`src/rtl/game_end_ctrl.sv`:
```
// End-of-game banner sequencer: latches the result, slides the banner in per frame,
// holds it until a fresh R press, then pulses restart_req for one cycle.
module game_end_ctrl #(
  parameter int SLIDE_START = 64,
  parameter int SLIDE_STEP  = 1,
  parameter int HOLD_MIN    = 30
) (
  input  logic       Clk,
  input  logic       Reset,
  input  logic       frame_tick,
  input  logic       win_valid,
  input  logic       win_color,
  input  logic       board_full,
  input  logic       r_pressed,
  output logic       is_ending_exist,
  output logic       white_win,
  output logic       black_win,
  output logic       tie,
  output logic [6:0] slide_offset,
  output logic       input_lock,
  output logic       restart_req
);

  typedef enum logic [1:0] {PLAY, SLIDE, HOLD, CLEAR} state_t;

  localparam logic [6:0] START_OFF = 7'(SLIDE_START);
  localparam logic [7:0] STEP8     = 8'(SLIDE_STEP);
  localparam logic [7:0] HOLD8     = 8'(HOLD_MIN);

  state_t     state_q;
  logic [7:0] hold_cnt_q;
  logic       r_prev_q;
  logic [7:0] off_diff;
  logic [6:0] slide_d;
  logic       r_rise;

  // Eight-bit subtraction: bit 7 set means the step overshot zero.
  assign off_diff = {1'b0, slide_offset} - STEP8;
  assign slide_d  = off_diff[7] ? 7'd0 : off_diff[6:0];
  assign r_rise   = r_pressed && !r_prev_q;

  // Edge history keeps sampling through Reset so a held key never looks like a new press.
  always_ff @(posedge Clk) begin
    r_prev_q <= r_pressed;
  end

  always_ff @(posedge Clk) begin
    if (Reset) begin
      state_q         <= PLAY;
      hold_cnt_q      <= 8'd0;
      is_ending_exist <= 1'b0;
      white_win       <= 1'b0;
      black_win       <= 1'b0;
      tie             <= 1'b0;
      input_lock      <= 1'b0;
      restart_req     <= 1'b0;
      slide_offset    <= START_OFF;
    end else begin
      case (state_q)
        PLAY: begin
          if (win_valid || board_full) begin
            white_win       <= win_valid && !win_color;
            black_win       <= win_valid && win_color;
            tie             <= !win_valid;
            is_ending_exist <= 1'b1;
            input_lock      <= 1'b1;
            slide_offset    <= START_OFF;
            state_q         <= SLIDE;
          end
        end
        SLIDE: begin
          if (frame_tick) begin
            slide_offset <= slide_d;
            if (slide_d == 7'd0) begin
              state_q    <= HOLD;
              hold_cnt_q <= 8'd0;
            end
          end
        end
        HOLD: begin
          slide_offset <= 7'd0;
          if (r_rise && hold_cnt_q == HOLD8) begin
            state_q         <= CLEAR;
            restart_req     <= 1'b1;
            white_win       <= 1'b0;
            black_win       <= 1'b0;
            tie             <= 1'b0;
            is_ending_exist <= 1'b0;
            input_lock      <= 1'b0;
            slide_offset    <= START_OFF;
          end else if (frame_tick && hold_cnt_q < HOLD8) begin
            hold_cnt_q <= hold_cnt_q + 8'd1;
          end
        end
        CLEAR: begin
          restart_req <= 1'b0;
          state_q     <= PLAY;
        end
        default: state_q <= PLAY;
      endcase
    end
  end

endmodule

```
`config.mk`:
```
export PLATFORM = sky130hd
export DESIGN_NAME = game_end_ctrl
export DESIGN_NICKNAME = d
export VERILOG_FILES = /design/src/rtl/game_end_ctrl.sv
export SDC_FILE = /design/constraint.sdc
export NUM_CORES = 1
export LEC_CHECK = 0
export CAP_MARGIN = 20
export CORE_MARGIN = 2
export CORE_UTILIZATION = 48
export DETAILED_ROUTE_END_ITERATION = 7
export PLACE_DENSITY = 0.83
export SKIP_CTS_REPAIR_TIMING = 1
export SLEW_MARGIN = 20
export SYNTH_ARGS = -nofsm -noshare
export SYNTH_HDL_FRONTEND = slang
export SYNTH_SLANG_ARGS = --single-unit
```
`constraint.sdc`:
```
create_clock -name Clk -period 2.34 [get_ports Clk]
set_input_delay 0.468 -clock Clk [delete_from_list [all_inputs] [get_ports Clk]]
set_output_delay 0.468 -clock Clk [all_outputs]
set_load 0.01 [all_outputs]
```
==> results.toml <==
[outcome]
status = "finished clean"

[yosys]
synth_xor_area_share_pct = 0.660
synthSimpleGateAreaFrac_pct = 25.6
ys_warn_count = 0
synth_enable_flop_cells = 0
syn_nets = 169
synth_cell_types = 40
synth_compound_area_share_pct = 23.7
synth_cells = 154
syn_area_um2 = 1330
synth_top_family_by_area = "simple AND/OR/NAND/NOR gates"
synth.avg_cell_area_um2 = 8.62
ys.flop_type = "dfxtp_1"
ys_seq_area_share_pct = 34.7
ys_ff_latch = 23
async_flop_share_pct = 0
synth_fa_ha_area_share_pct = 7.54
synth_mux_area_share_pct = 3.02

[power_and_ir_drop]
leakagePower_uw = 0.000571
max-vdd-ir-drop_v = 0.000585
pwr_density_cell_nw_per_um2 = 969

[final_layout]
area_growth_pct = 18.8
post-route-util_pct = 58.7
nNetsFinal = 189
final_cell_mix = "dfxtp_1 (23), clkdlybuf4s50_1 (19), nand2_1 (17)"
num_antenna_cells = 0
drive_above_1_share_pct = 8.09
final_common_cell = "dfxtp_1"

[sta]
slew_headroom_pct = 61.4
rsz0062_at_grt = "no"
finClkSkew_ns = 0.00267
hold_viol = 0
finalSetupViolCount = 0
max_freq_mhz = 456
tightest_slew_ns = 0.579
period_minus_slack_ns = 2.19
setup_ws_ns = 0.148
finalCritPeriodShare_pct = 93.7
slew_viol_final = 0
hold-worst-slack_ns = 0.462

[worst_setup_path]
r2r_slack_ns = 0.15
crit_required_ns = 2.57
crit_start = "slide_offset[1]"
critPathKind = "reg -> reg"
reg2regPathDepth = 7
end_kind = "flop"
path_max_fanout = 7
reg2reg_from = "slide_offset[1]"
arrival_ns = 2.42
r2r-end = "state_q[0]"
cp-start-kind = "flop"
endpoint = "state_q[0]"

[clock_network]
htreeDepth = 1
clockRootBuffer = "clkbuf_4"
cts_buffer_depth = 2
clk_pin_slew_ns = 0.12
clk-insertion-delay-late_ns = 0.32
cts_sinks = 23
cts_inserted_buffers = 3
cts_tree = "built"

[detailed_routing]
via_per_inst = 5.88
wl_per_cell_um = 14.6
drc_errors = 0
vias = 1200
drt_iter0_markers = 33
dr.pass1.iters = 4
drt-total-wl_um = 2970
ant_nets = 0

[global_route]
grt_max_degree = 19
grt_antenna_before_repair = 0
grt_pass1_wl_um = 4730
gr-total-overflow = 0
grt_usage_pct = 18.8
grt_pass1_vias = 1124

[run]
drv_cap = 0

[floorplanning]
dieArea_um2 = 3200
rows = 19
die_h_um = 56.6
core-area_um2 = 2690
die_x_um = 56.6
num_io_pins = 20
initial_utilization_pct = 49.4

[min_path]
min-delay-path-class = "reg -> reg"

[placement]
gp_congestion = 0.918
io_buffers = 19
dp_slack_ns = 0.0161
hpwl_um = 2270
registers in the layout, indices dropped and copies added (netlist names):
register,count
state_q,2
tie,1
input_lock,1
white_win,1
hold_cnt_q,8
r_prev_q,1
restart_req,1
slide_offset,7
black_win,1
per-stage QoR:
stage          std cells  power [uW]  area [um2]  TNS, ns
6_report             204        1530        1580        0
5_1_grt              204        1620        1580        0
4_1_cts              204        1530        1580  -0.0246
3_5_place_dp         200        1340        1550        0
3_3_place_gp         200        1300        1550        0
2_1_floorplan        154        1110        1330        0
cell families (layout without fill, tap and decap cells):
logic type,after synthesis,after routing
xor+xnor,1,1
buf+inv,16,35
flops,23,23
compound gates,37,37
simple gates,65,65
fa+ha+maj,8,8
mux,4,4
critical path, stage by stage (launching register included):
cell and delay (ns):
dfxtp_1 0.36, inv_1 0.13, ha_2 0.24, or3b_4 0.42, a2111oi_4 0.28, o311ai_4 0.21
a211o_1 0.33, o211a_1 0.12
worst min path at each step:
stage          depth (start not counted)           from       endpoint  slack, ns
2_1_floorplan                          1  hold_cnt_q[7]  hold_cnt_q[7]       0.45
3_3_place_gp                           2      black_win      black_win       0.44
3_5_place_dp                           2      black_win      black_win       0.45
4_1_cts                                2      black_win      black_win       0.46
5_1_grt                                2      black_win      black_win       0.48
6_report                               2      black_win      black_win       0.46
layout make-up:
| cell class | count | area, um2 |
|---|---|---|
| clock buffers | 4 | 26.3 |
| fillers | 243 | 1110 |
| inverters | 9 | 33.8 |
| multi-input cells | 115 | 806 |
| flip-flops and latches | 23 | 460 |
| well taps | 31 | 38.8 |
| repair buffers | 22 | 213 |
routing by layer:
| metal | global-route usage [%] | vias up | share of wire (%) |
|---|---|---|---|
| met5 | 0 | - | 0 |
| met4 | 10.9 | 0 | 1.4 |
| li1 | - | 597 | - |
| met2 | 33.2 | 24 | 52 |
| met3 | 3.23 | 5 | 3.1 |
| met1 | 20.9 | 574 | 43 |
cells in the mapped netlist, types with 2 or more instances:
| cell type | n | share of area (%) |
|---|---|---|
| o31a_1 | 2 | 1.3 |
| mux2i_1 | 4 | 3.0 |
| inv_1 | 9 | 2.5 |
| and2_1 | 3 | 1.4 |
| nor4b_1 | 3 | 2.0 |
| nand2_1 | 17 | 4.8 |
| nand3b_1 | 4 | 2.3 |
| or3_1 | 3 | 1.4 |
| ha_1 | 8 | 7.5 |
| a221oi_1 | 3 | 2.0 |
| nand3_1 | 6 | 2.3 |
| nor2b_1 | 2 | 0.94 |
| clkbuf_1 | 6 | 1.7 |
| a21oi_1 | 10 | 3.8 |
| nor2_1 | 15 | 4.2 |
| o21ai_0 | 6 | 2.3 |
| nand4b_1 | 2 | 1.3 |
| dfxtp_1 | 23 | 35 |
| o2bb2ai_1 | 3 | 2.0 |
| nor3_1 | 5 | 1.9 |
power by group:
group | total, uW | leakage, uW | switching (uW) | internal (uW)
combinational | 820 | 0.000369 | 439 | 381
sequential | 522 | 0.000187 | 71.2 | 451
clock | 187 | 0.0000150 | 121 | 66.8
Note: power is estimated with default switching activity, not from simulation.
